===== config.mk =====
export PLATFORM = sky130hd
export DESIGN_NAME = mem_port_arbiter
export DESIGN_NICKNAME = d
export VERILOG_FILES = /design/src/rtl/mips_pkg.sv /design/src/rtl/arb_timeout_counter.sv /design/src/rtl/mem_port_arbiter.sv
export SDC_FILE = /design/constraint.sdc
export NUM_CORES = 1
export LEC_CHECK = 0
export ABC_CLOCK_PERIOD_IN_PS = 1900
export CAP_MARGIN = 20
export CORE_ASPECT_RATIO = 1.1
export CORE_UTILIZATION = 38
export CTS_CLUSTER_SIZE = 28
export DETAILED_ROUTE_END_ITERATION = 8
export HOLD_SLACK_MARGIN = 0.1
export MAX_ROUTING_LAYER = met4
export PLACE_DENSITY = 0.78
export SLEW_MARGIN = 15
export SYNTH_ARGS = -nofsm -noshare
export SYNTH_HDL_FRONTEND = slang
export SYNTH_SLANG_ARGS = --single-unit

===== constraint.sdc =====
create_clock -name i_CLK -period 1.9 [get_ports i_CLK]
set_input_delay 0.38 -clock i_CLK [delete_from_list [all_inputs] [get_ports i_CLK]]
set_output_delay 0.38 -clock i_CLK [all_outputs]
set_load 0.01 [all_outputs]

===== src/rtl/mips_pkg.sv =====
// Shared definitions for the pipeline memory-port arbiter: state encoding and default widths.
package mips_pkg;

  localparam int DEF_DATA_WIDTH    = 32;
  localparam int DEF_ADDRESS_WIDTH = 32;

  localparam logic [2:0] ARB_IDLE   = 3'd0;
  localparam logic [2:0] ARB_D_WAIT = 3'd1;
  localparam logic [2:0] ARB_I_WAIT = 3'd2;
  localparam logic [2:0] ARB_D_RESP = 3'd3;
  localparam logic [2:0] ARB_I_RESP = 3'd4;

  typedef enum logic [2:0] {
    ST_IDLE   = ARB_IDLE,
    ST_D_WAIT = ARB_D_WAIT,
    ST_I_WAIT = ARB_I_WAIT,
    ST_D_RESP = ARB_D_RESP,
    ST_I_RESP = ARB_I_RESP
  } arb_state_e;

endpackage


===== src/rtl/arb_timeout_counter.sv =====
// Wait-for-ack cycle counter; tc flags the last cycle an access may wait before a bus error.
module arb_timeout_counter #(
  parameter int TIMEOUT_CYCLES = 16,
  parameter int CNT_WIDTH      = 5
) (
  input  logic clk,
  input  logic rst_n,
  input  logic clr,
  input  logic en,
  output logic tc
);

  logic [CNT_WIDTH-1:0] cnt_q;
  logic [CNT_WIDTH-1:0] cnt_d;

  always_comb begin
    cnt_d = cnt_q;
    if (clr)     cnt_d = '0;
    else if (en) cnt_d = cnt_q + 1'b1;
  end

  always_ff @(posedge clk or negedge rst_n) begin
    if (!rst_n) cnt_q <= '0;
    else        cnt_q <= cnt_d;
  end

  assign tc = (cnt_q == CNT_WIDTH'(TIMEOUT_CYCLES - 1));

endmodule


===== src/rtl/mem_port_arbiter.sv =====
// Arbitrates one single-port memory between fetch and data stages; data side has fixed priority.
// Handshake: o_MemReq and the o_Mem* fields stay stable until i_MemAck; one Valid pulse ends each access.
module mem_port_arbiter
  import mips_pkg::*;
#(
  parameter int DATA_WIDTH     = DEF_DATA_WIDTH,
  parameter int ADDRESS_WIDTH  = DEF_ADDRESS_WIDTH,
  parameter int TIMEOUT_CYCLES = 16,
  parameter int CNT_WIDTH      = 5
) (
  input  logic                     i_CLK,
  input  logic                     i_RST,
  input  logic                     i_IReq,
  input  logic [ADDRESS_WIDTH-1:0] i_IAddr,
  input  logic                     i_DReq,
  input  logic                     i_DWe,
  input  logic [ADDRESS_WIDTH-1:0] i_DAddr,
  input  logic [DATA_WIDTH-1:0]    i_DWData,
  output logic [DATA_WIDTH-1:0]    o_IRData,
  output logic                     o_IValid,
  output logic [DATA_WIDTH-1:0]    o_DRData,
  output logic                     o_DValid,
  output logic                     o_IStall,
  output logic                     o_DStall,
  output logic                     o_BusErr,
  output logic                     o_MemReq,
  output logic                     o_MemWe,
  output logic [ADDRESS_WIDTH-1:0] o_MemAddr,
  output logic [DATA_WIDTH-1:0]    o_MemWData,
  input  logic [DATA_WIDTH-1:0]    i_MemRData,
  input  logic                     i_MemAck,
  output logic [2:0]               o_DbgState
);

  arb_state_e               state_q, state_d;
  logic                     mem_req_q, mem_req_d;
  logic                     mem_we_q, mem_we_d;
  logic [ADDRESS_WIDTH-1:0] mem_addr_q, mem_addr_d;
  logic [DATA_WIDTH-1:0]    mem_wdata_q, mem_wdata_d;
  logic [DATA_WIDTH-1:0]    i_rdata_q, i_rdata_d;
  logic [DATA_WIDTH-1:0]    d_rdata_q, d_rdata_d;
  logic                     i_valid_q, i_valid_d;
  logic                     d_valid_q, d_valid_d;
  logic                     bus_err_q, bus_err_d;
  logic                     waiting;
  logic                     timeout_tc;

  assign waiting = (state_q == ST_D_WAIT) || (state_q == ST_I_WAIT);

  arb_timeout_counter #(
    .TIMEOUT_CYCLES(TIMEOUT_CYCLES),
    .CNT_WIDTH     (CNT_WIDTH)
  ) u_timeout (
    .clk  (i_CLK),
    .rst_n(i_RST),
    .clr  (!waiting),
    .en   (waiting && !i_MemAck),
    .tc   (timeout_tc)
  );

  always_comb begin
    state_d     = state_q;
    mem_req_d   = mem_req_q;
    mem_we_d    = mem_we_q;
    mem_addr_d  = mem_addr_q;
    mem_wdata_d = mem_wdata_q;
    i_rdata_d   = i_rdata_q;
    d_rdata_d   = d_rdata_q;
    i_valid_d   = 1'b0;
    d_valid_d   = 1'b0;
    bus_err_d   = 1'b0;
    unique case (state_q)
      ST_IDLE: begin
        if (i_DReq) begin
          state_d     = ST_D_WAIT;
          mem_req_d   = 1'b1;
          mem_we_d    = i_DWe;
          mem_addr_d  = i_DAddr;
          mem_wdata_d = i_DWData;
        end else if (i_IReq) begin
          state_d    = ST_I_WAIT;
          mem_req_d  = 1'b1;
          mem_we_d   = 1'b0;
          mem_addr_d = i_IAddr;
        end
      end
      ST_D_WAIT: begin
        if (i_MemAck || timeout_tc) begin
          state_d   = ST_D_RESP;
          mem_req_d = 1'b0;
          mem_we_d  = 1'b0;
          d_valid_d = 1'b1;
          bus_err_d = !i_MemAck;
          // Stores keep the previous load data; a timeout reads as zero.
          if (!i_MemAck)     d_rdata_d = '0;
          else if (!mem_we_q) d_rdata_d = i_MemRData;
        end
      end
      ST_I_WAIT: begin
        if (i_MemAck || timeout_tc) begin
          state_d   = ST_I_RESP;
          mem_req_d = 1'b0;
          mem_we_d  = 1'b0;
          i_valid_d = 1'b1;
          bus_err_d = !i_MemAck;
          i_rdata_d = i_MemAck ? i_MemRData : '0;
        end
      end
      ST_D_RESP, ST_I_RESP: state_d = ST_IDLE;
      default:              state_d = ST_IDLE;
    endcase
  end

  always_ff @(posedge i_CLK or negedge i_RST) begin
    if (!i_RST) begin
      state_q     <= ST_IDLE;
      mem_req_q   <= 1'b0;
      mem_we_q    <= 1'b0;
      mem_addr_q  <= '0;
      mem_wdata_q <= '0;
      i_rdata_q   <= '0;
      d_rdata_q   <= '0;
      i_valid_q   <= 1'b0;
      d_valid_q   <= 1'b0;
      bus_err_q   <= 1'b0;
    end else begin
      state_q     <= state_d;
      mem_req_q   <= mem_req_d;
      mem_we_q    <= mem_we_d;
      mem_addr_q  <= mem_addr_d;
      mem_wdata_q <= mem_wdata_d;
      i_rdata_q   <= i_rdata_d;
      d_rdata_q   <= d_rdata_d;
      i_valid_q   <= i_valid_d;
      d_valid_q   <= d_valid_d;
      bus_err_q   <= bus_err_d;
    end
  end

  assign o_IRData   = i_rdata_q;
  assign o_IValid   = i_valid_q;
  assign o_DRData   = d_rdata_q;
  assign o_DValid   = d_valid_q;
  assign o_BusErr   = bus_err_q;
  assign o_MemReq   = mem_req_q;
  assign o_MemWe    = mem_we_q;
  assign o_MemAddr  = mem_addr_q;
  assign o_MemWData = mem_wdata_q;
  assign o_IStall   = i_IReq & ~i_valid_q;
  assign o_DStall   = i_DReq & ~d_valid_q;
  assign o_DbgState = state_q;

endmodule


# Word level (Yosys, flattened, before mapping)
# Index checks and enable logic that the tools add are counted.
# word_totals
ff_bits	141
input_bits	134
out_inout_bits	138
word_cells	63
# classes
add_sub_neg	1
n_eq_ne	9
mux	24
bitwise_logic	4
n_reduce_logical	14
# op_table
op	count
two-way mux 32 bit	5
two-way mux 3 bit	4
two-way mux 1 bit	10
two-way mux 5 bit	2
case mux 3 bit (3 select lines)	1
AND reduction 3 bit	3
!= test 2 x 1 -> 1 bit (second input constant)	4
AND reduction 2 bit	3
adder 5 x 1 -> 5 bit (second input constant)	1
equality test 5 x 4 -> 1 bit (second input constant)	1
case mux 1 bit (2 select lines)	2
nonzero test 2 bit	2
equality test 3 x 1 -> 1 bit (second input constant)	1
equality test 3 x 2 -> 1 bit (second input constant)	1
logical NOT 3 bit	1
!= test 3 bit (second input constant)	1
bitwise AND 1 bit	2
logical OR 1 bit	2
!= test 2 bit (second input constant)	1
NOT 1 bit	2
OR reduction 2 bit	1
logical AND 1 bit	1
logical NOT 1 bit	1

# Depth between registers and ports, before layout
# Gate-level depths: netlist of the first run.
# logic_depth
ltp_word	5
mapped_depth	7
depth_no_buf	6

# By module
# A second synthesis of the first run with hierarchy kept.
# hier_totals
hier_cells	446
area_unflattened_um2	6301.0
# modules_own_cells
module	instances	cells_per_inst	area_per_inst_um2
mem_port_arbiter	1	423	6030.8
arb_timeout_counter	1	23	270.3

# Worst setup path before layout of the first run
# Ideal clock, no wire load.
# synth_path
path_type	reg2reg
from	reg u_timeout.cnt_q[0]
to	reg d_rdata_q[10] (netlist: o_DRData[10])
setup_time_ns	0.079
arrival_time_ns	1.712
required_time_ns	1.821
slack_ns	0.109
stages_incl_launch_ff	8
period_less_slack_ns	1.791
path_cell_list	dfrtp_1 -> ha_1 -> and3_1 -> ha_1 -> nor2_1 -> nand4b_2 -> buf_4 -> mux2i_1
# synth_via
elab_chain_len	3
# synth_lines
element	line	source
start, declared	arb_timeout_counter.sv:13	logic [CNT_WIDTH-1:0] cnt_q;
start signal, assigned	arb_timeout_counter.sv:24	else cnt_q <= cnt_d;
equality test 5 x 4 -> 1 bit	arb_timeout_counter.sv:27	assign tc = (cnt_q == CNT_WIDTH'(TIMEOUT_CYCLES - 1));
logical OR 1 bit	mem_port_arbiter.sv:88	if (i_MemAck || timeout_tc) begin
AND reduction 3 bit (no source line)	n/a	
end signal, assigned	mem_port_arbiter.sv:133	d_rdata_q <= d_rdata_d;
end, declared	mem_port_arbiter.sv:41	logic [DATA_WIDTH-1:0] d_rdata_q, d_rdata_d;
# No other way between the ends.
# A chain may end at the register's enable or synchronous reset.

# Worst setup path after layout of the first run
# layout_path
from	reg state_q[2] (netlist: o_DbgState[2])
to	out o_DbgState[2]
# layout_lines
element	line	source
start, declared	mem_port_arbiter.sv:35	arb_state_e state_q, state_d;
start signal, assigned	mem_port_arbiter.sv:127	state_q <= state_d;
end, declared	mem_port_arbiter.sv:32	output logic [2:0] o_DbgState
# No word-level cell between the ends.

==> results.py, run 1 <==
metrics = {
    "run_status": {
        "outcome": "finished, final reports clean",
    },
    "worst_setup_path": {
        "cpLargestDelayFamily": "buffers and inverters",
        "crit_fanout": 7,
        "r2r-end": "o_DRData[31]",
        "crit_chain": "clkdlybuf4s50_1",
        "timing.rr.start": "u_timeout.cnt_q[0]",
        "crit_path_top_delay_cell": "clkdlybuf4s50_1",
        "cp_slowest_stage_delay_ns": 0.60,
        "path_buf_inv": 1,
        "ff2ff_setup_slack_ns": 0.11,
        "setup.worst_path.end_class": "output pin",
        "crit_type": "flip-flop to output pin",
        "r2r_cells": 7,
        "critPathLaunch": "o_DbgState[2]",
        "worstSetupStartpointType": "flip-flop",
        "critPathRequiredTime_ns": 1.52,
        "cp.arrival_ns": 1.47,
    },
    "place": {
        "placedCellCount": 906,
        "gp_congestion": 0.904,
        "port_buffers": 271,
        "dpl-instance-area_sq_mm": 0.00920,
        "dp_hpwl_um": 12300,
    },
    "detailed_routing": {
        "drtIter0Drc": 138,
        "vias_per_cell": 4.81,
        "vias": 4517,
        "drc": 0,
        "drtAntennaViolNets": 0,
        "dr.pass1.iters": 4,
        "totalWireLength_um": 16600,
        "wire_per_inst_um": 17.7,
    },
    "timing": {
        "finalCritPeriodShare": 0.975,
        "slew_viol_final": 0,
        "max_freq_ghz": 0.540,
        "setup_viol": 0,
        "rsz0062_at_grt": "yes",
        "relSlewSlack": 0.739,
        "clock-skew-final_ns": 0.0104,
        "hold_viol_final": 0,
        "tightestPinTransition_ns": 0.392,
        "min_period_ns": 1.85,
    },
    "logic_synthesis": {
        "yosysSeqAreaShare": 0.566,
        "async_reset_ff_frac": 1.00,
        "yosysMostFrequentCell": "dfrtp_1",
        "avgSynthCellArea_sq_um": 14.2,
        "syn_inst": 440,
        "synth_seq_cells": 141,
        "synth_ff_type": "dfrtp_1",
        "syn_nets": 576,
        "ys_top_cells_by_count": "141 x dfrtp_1, 58 x mux2_4, 38 x inv_1, 38 x mux2_2, 34 x nand2_1",
        "yosysWarnings": 0,
        "synthTopCellsByArea": "dfrtp_1 57%, mux2_4 14%, mux2_2 6.9%",
        "synth_area_sq_mm": 0.00623,
        "synth-edff-count": 0,
        "netlist.area_leader.share": 0.566,
        "yosysTopAreaCell": "dfrtp_1",
        "synth_cell_types": 33,
    },
    "clock_network": {
        "worstSkewPairLatency_ns": 0.42,
        "cts_tree": "built",
        "cts_buffers": 17,
        "h-tree-depth": 4,
        "cts_setup_buffers": 0,
        "clk_pin_slew_ns": 0.06,
        "clock_sinks": 141,
        "cts_buffer_depth": 2,
        "root_buffer": "clkbuf_16",
    },
    "cells_and_area": {
        "multi_input_area_sq_mm": 0.00233,
        "seqCellArea_sq_mm": 0.00353,
        "fillers": 1231,
        "area_growth_pct": 58.5,
        "instances_no_fill": 940,
        "final_area_sq_mm": 0.00988,
        "layout.nets": 863,
        "final_layout_size_suffix_gt1_frac": 0.220,
        "diodes": 0,
    },
    "pwr": {
        "peakVddDrop_mv": 0.665,
        "power-per-cell-area_mw_per_mm2": 1610,
        "p_leak_nw": 4.52,
    },
    "min_path": {
        "min_path_cells": 1,
        "hold_class": "flip-flop to flip-flop",
        "whs_endpoint": "o_MemWData[19]",
        "hp-start": "o_MemWData[19]",
    },
    "grt": {
        "grt_pass1_vias": 4928,
        "grt_max_degree": 72,
        "antenna_found_initial": 0,
        "grt_pass1_wl_um": 25000,
        "grt_usage": 0.203,
        "overflow": 0,
    },
    "floorplanning": {
        "start_util": 0.393,
        "dieHeight_um": 136,
        "dieArea_sq_mm": 0.0169,
        "dieWidth_um": 124,
        "core_sq_mm": 0.0159,
        "rows": 48,
        "io-pin-count": 272,
    },
    "run": {
        "drv_cap": 0,
    },
}
## repair_timing
action | in CTS | in global routing
resized for setup | 7 | 8
hold endpoints to repair | 141 | 0
gates cloned | 0 | 1
endpoints found under the setup margin | 13 | 54
hold buffers | 1 | 0
## sequential cells by signal (all words and copies together), names as in the netlist
register and cells:
o_IRData 32, u_timeout.cnt_q 5, o_DValid 1, o_IValid 1, o_MemReq 1, o_MemWData 32, o_MemWe 1, o_MemAddr 32
o_DRData 32, o_DbgState 3, o_BusErr 1
## power breakdown
part	switching, mW	leakage [nW]	internal, mW
clock network	1.26	0.289	2.13
registers	0.874	1.73	4.39
logic	2.70	2.50	4.60
total	4.83	4.52	11.1
## final cells by class
type / count / area share
Clock buffer: 21 / 0.0466
Clock inverter: 11 / 0.0143
Inverter: 38 / 0.0144
Multi-Input combinational cell: 233 / 0.236
Sequential cell: 141 / 0.357
Tap cell: 200 / 0.0253
Timing Repair Buffer: 296 / 0.305
## cell families (layout without fill, tap and decap cells)
logic type,Yosys count,after routing,share of synthesized area
DFF,141,141,0.566
muxes,129,129,0.261
buffers and inverters,66,366,0.0644
and+or+nand+nor,59,59,0.0454
AOI/OAI and AO/OA,39,39,0.0532
xor gates and xnor gates,4,4,0.00562
adders and majority gates,2,2,0.00401
## through the flow
stage	hold slack [ns]	setup TNS [ns]	setup WS, ns	power [mW]	utilization
after CTS	0.507	0	0.0104	16.0	0.620
after detailed placement	0.416	-5.24	-0.131	12.5	0.580
final	0.504	0	0.0476	15.9	0.623
after floorplan	0.0844	0	0.109	8.83	-
after global placement	0.404	-3.18	-0.0976	12.3	0.580
after global routing	0.521	0	0.00144	16.8	0.623
## placed cells by master (no fill, tap or decap), types with 2 or more instances in the layout
cell	netlist	routed
clkinvlp_4	0	3
nor2b_1	3	3
nand2_1	34	34
inv_1	38	38
buf_6	4	2
dlygate4sd2_1	0	3
mux2i_1	33	30
buf_4	3	14
ha_1	2	2
clkbuf_8	0	2
dfrtp_2	0	2
clkinv_2	0	4
buf_12	6	7
clkbuf_1	3	2
xor2_1	3	3
a22o_1	32	32
bufinv_16	0	3
nor2_2	1	2
mux2_4	58	58
nor3b_1	2	2
mux2_2	38	38
dfrtp_1	141	139
clkbuf_16	0	18
mux2i_2	0	3
and3_1	2	2
nor2_1	10	9
clkdlybuf4s50_1	0	267
## routing by layer
layer / share of wire / vias up / wire length (um) / global-route usage
li1: - / 2075 / - / -
met1: 0.39 / 2241 / 6540 / 0.222
met2: 0.52 / 171 / 8650 / 0.343
met3: 0.059 / 30 / 987 / 0.0541
met4: 0.027 / 0 / 448 / 0.0926
met5: 0 / - / 0 / -
## how the worst max path moves through the flow
stage,endpoint,slack [ns],cells past startpoint
2_1_floorplan,o_DRData[10],0.11,7
3_3_place_gp,o_DStall,-0.1,4
3_5_place_dp,o_MemAddr[8],-0.13,4
4_1_cts,o_DRData[14],0.01,7
5_1_grt,o_DRData[24],0.001,7
6_report,o_DbgState[2],0.05,1
Power figures use the tool's default switching activity.
==> inputs of run 2 (changes only) <==
--- a/config.mk
+++ b/config.mk
@@ -8,13 +8,14 @@
 export ABC_CLOCK_PERIOD_IN_PS = 1900
 export CAP_MARGIN = 20
 export CORE_ASPECT_RATIO = 1.1
-export CORE_UTILIZATION = 38
+export CORE_UTILIZATION = 39
 export CTS_CLUSTER_SIZE = 28
 export DETAILED_ROUTE_END_ITERATION = 8
 export HOLD_SLACK_MARGIN = 0.1
 export MAX_ROUTING_LAYER = met4
-export PLACE_DENSITY = 0.78
+export PLACE_DENSITY = 0.8
 export SLEW_MARGIN = 15
 export SYNTH_ARGS = -nofsm -noshare
 export SYNTH_HDL_FRONTEND = slang
+export SYNTH_HIERARCHICAL = 1
 export SYNTH_SLANG_ARGS = --single-unit
==> results.py, run 2 <==
metrics = {
    "logic_synthesis": {
        "yosysMostFrequentCell": "dfrtp_1",
        "synth-edff-count": 0,
        "async_reset_ff_frac": 1.00,
        "synth_seq_cells": 141,
        "ys_top_cells_by_count": "141 x dfrtp_1, 60 x mux2_4, 38 x mux2_2",
        "synth_area_sq_mm": 0.00630,
        "avgSynthCellArea_sq_um": 14.1,
        "yosysWarnings": 6,
        "netlist.area_leader.share": 0.560,
        "synth_cell_types": 39,
        "yosysSeqAreaShare": 0.560,
        "syn_nets": 582,
        "synthTopCellsByArea": "dfrtp_1 56%, mux2_4 14%, mux2_2 6.8%",
        "synth_ff_type": "dfrtp_1",
        "syn_inst": 446,
        "yosysTopAreaCell": "dfrtp_1",
    },
    "timing": {
        "finalCritPeriodShare": 0.980,
        "tightestPinTransition_ns": 0.436,
        "relSlewSlack": 0.709,
        "setup_viol": 0,
        "slew_viol_final": 0,
        "min_period_ns": 1.86,
        "hold_viol_final": 0,
        "rsz0062_at_grt": "yes",
        "clock-skew-final_ns": 0.00733,
        "setup_slack_ns": 0.0385,
        "max_freq_ghz": 0.537,
        "tns_ns": 0,
    },
    "clock_network": {
        "h-tree-depth": 4,
        "worstSkewPairLatency_ns": 0.41,
        "clk_pin_slew_ns": 0.06,
        "root_buffer": "clkbuf_16",
        "cts_buffer_depth": 2,
        "clock_sinks": 141,
        "cts_buffers": 17,
        "cts_tree": "built",
    },
    "pwr": {
        "peakVddDrop_mv": 0.824,
        "power-per-cell-area_mw_per_mm2": 1630,
        "p_leak_nw": 4.64,
    },
    "cells_and_area": {
        "layout.nets": 879,
        "diodes": 0,
        "instances_no_fill": 956,
        "layout_commonest_cell": "clkdlybuf4s50_1",
        "fillers": 1187,
        "final_layout_size_suffix_gt1_frac": 0.239,
        "area_growth_pct": 60.5,
        "utilization": 0.643,
        "most-common-layout-cells": "266 x clkdlybuf4s50_1, 139 x dfrtp_1, 60 x mux2_4, 38 x mux2_2",
    },
    "run_status": {
        "outcome": "finished, final reports clean",
    },
    "place": {
        "placedCellCount": 917,
        "dp_slack_ns": -0.160,
        "port_buffers": 271,
        "gp_congestion": 0.798,
        "dp_hpwl_um": 12200,
    },
    "floorplanning": {
        "rows": 48,
        "dieWidth_um": 123,
        "dieArea_sq_mm": 0.0167,
        "core_sq_mm": 0.0157,
        "io-pin-count": 272,
        "start_util": 0.400,
        "dieHeight_um": 135,
    },
    "worst_setup_path": {
        "crit_fanout": 7,
        "crit_type": "flip-flop to flip-flop",
        "cp.arrival_ns": 2.19,
        "worstSetupStartpointType": "flip-flop",
        "setup.worst_path.end_class": "flip-flop",
        "critPathRequiredTime_ns": 2.23,
    },
    "detailed_routing": {
        "drtAntennaViolNets": 0,
        "vias_per_cell": 4.86,
        "vias": 4642,
        "drtIter0Drc": 204,
        "totalWireLength_um": 17000,
        "wire_per_inst_um": 17.8,
        "drc": 0,
        "dr.pass1.iters": 5,
    },
    "run": {
        "drv_cap": 0,
    },
    "min_path": {
        "hold_class": "primary input to async pin",
    },
    "grt": {
        "grt_usage": 0.209,
        "grt_pass1_wl_um": 25400,
        "antenna_found_initial": 0,
        "grt_max_degree": 42,
        "grt_pass1_vias": 4896,
        "overflow": 0,
    },
}
run 2: cell type report:
cell class | instances | area (sq um) | area share
clock inverter | 13 | 190 | 0.0188
multi-input combinational | 239 | 2420 | 0.239
tap | 200 | 250 | 0.0247
sequential | 141 | 3530 | 0.349
clock buffer | 19 | 433 | 0.0428
timing repair buffer | 308 | 3160 | 0.312
inverter | 36 | 135 | 0.0134
run 2: path summary, 6_finish.rpt:
path | cells after the start | startpoint | end | slack [ns]
setup / recovery | 8 | u_timeout/cnt_q[1] | o_DRData[8] | 0.04
hold / removal | 2 | i_RST | o_MemWData[9] | 0.47
setup reg to reg | 8 | u_timeout/cnt_q[1] | o_DRData[8] | 0.04
hold reg to reg | 1 | o_MemReq | o_MemReq | 0.49
max in group asynchronous | 3 | i_RST | o_MemAddr[5] | 0.85
min in group i_CLK | 1 | o_MemReq | o_MemReq | 0.49
run 2: what timing repair did:
action | in CTS | in global routing
endpoints found under the hold margin | 35 | 0
hold buffers | 1 | 0
endpoints found under the setup margin | 63 | 61
setup buffers | 0 | 3
resized for setup | 10 | 7
cloned | 2 | 1
pin swaps | 0 | 4
run 2: power breakdown:
group,internal [mW],total (mW),switching (mW)
clock network,2.21,3.48,1.27
logic,4.87,7.76,2.88
registers,4.43,5.29,0.865
total,11.5,16.5,5.02
run 2: layer usage:
metal / part of all wire / wire (um) / global-route usage / vias up
met1: 0.39 / 6690 / 0.241 / 2303
met2: 0.52 / 8750 / 0.345 / 192
li1: - / - / - / 2131
met5: 0 / 0 / - / -
met3: 0.076 / 1300 / 0.0602 / 16
met4: 0.014 / 231 / 0.0723 / 0
run 2: worst max-delay path: stages (launching register included):
cell	delay, ns
dfrtp_1	0.38
ha_2	0.21
and3_4	0.18
ha_4	0.15
or2_4	0.27
nand4_4	0.10
buf_4	0.13
buf_12	0.13
mux2i_2	0.22
run 2: stage by stage:
step           total power [mW]  cell area, sq um  hold slack [ns]
4_1_cts                    16.6             10000            0.470
5_1_grt                    17.4             10100            0.499
3_3_place_gp               12.6              9330            0.329
3_5_place_dp               12.9              9330            0.338
6_report                   16.5             10100            0.469
2_1_floorplan              9.09              6300           0.0844
run 2: cell families after synthesis:
group                      synth area share
DFF                                   0.560
adders and majority gates           0.00397
and+or+nand+nor                      0.0500
muxes                                 0.265
AOI/OAI and AO/OA                    0.0546
buffers and inverters                0.0637
xor gates and xnor gates            0.00278
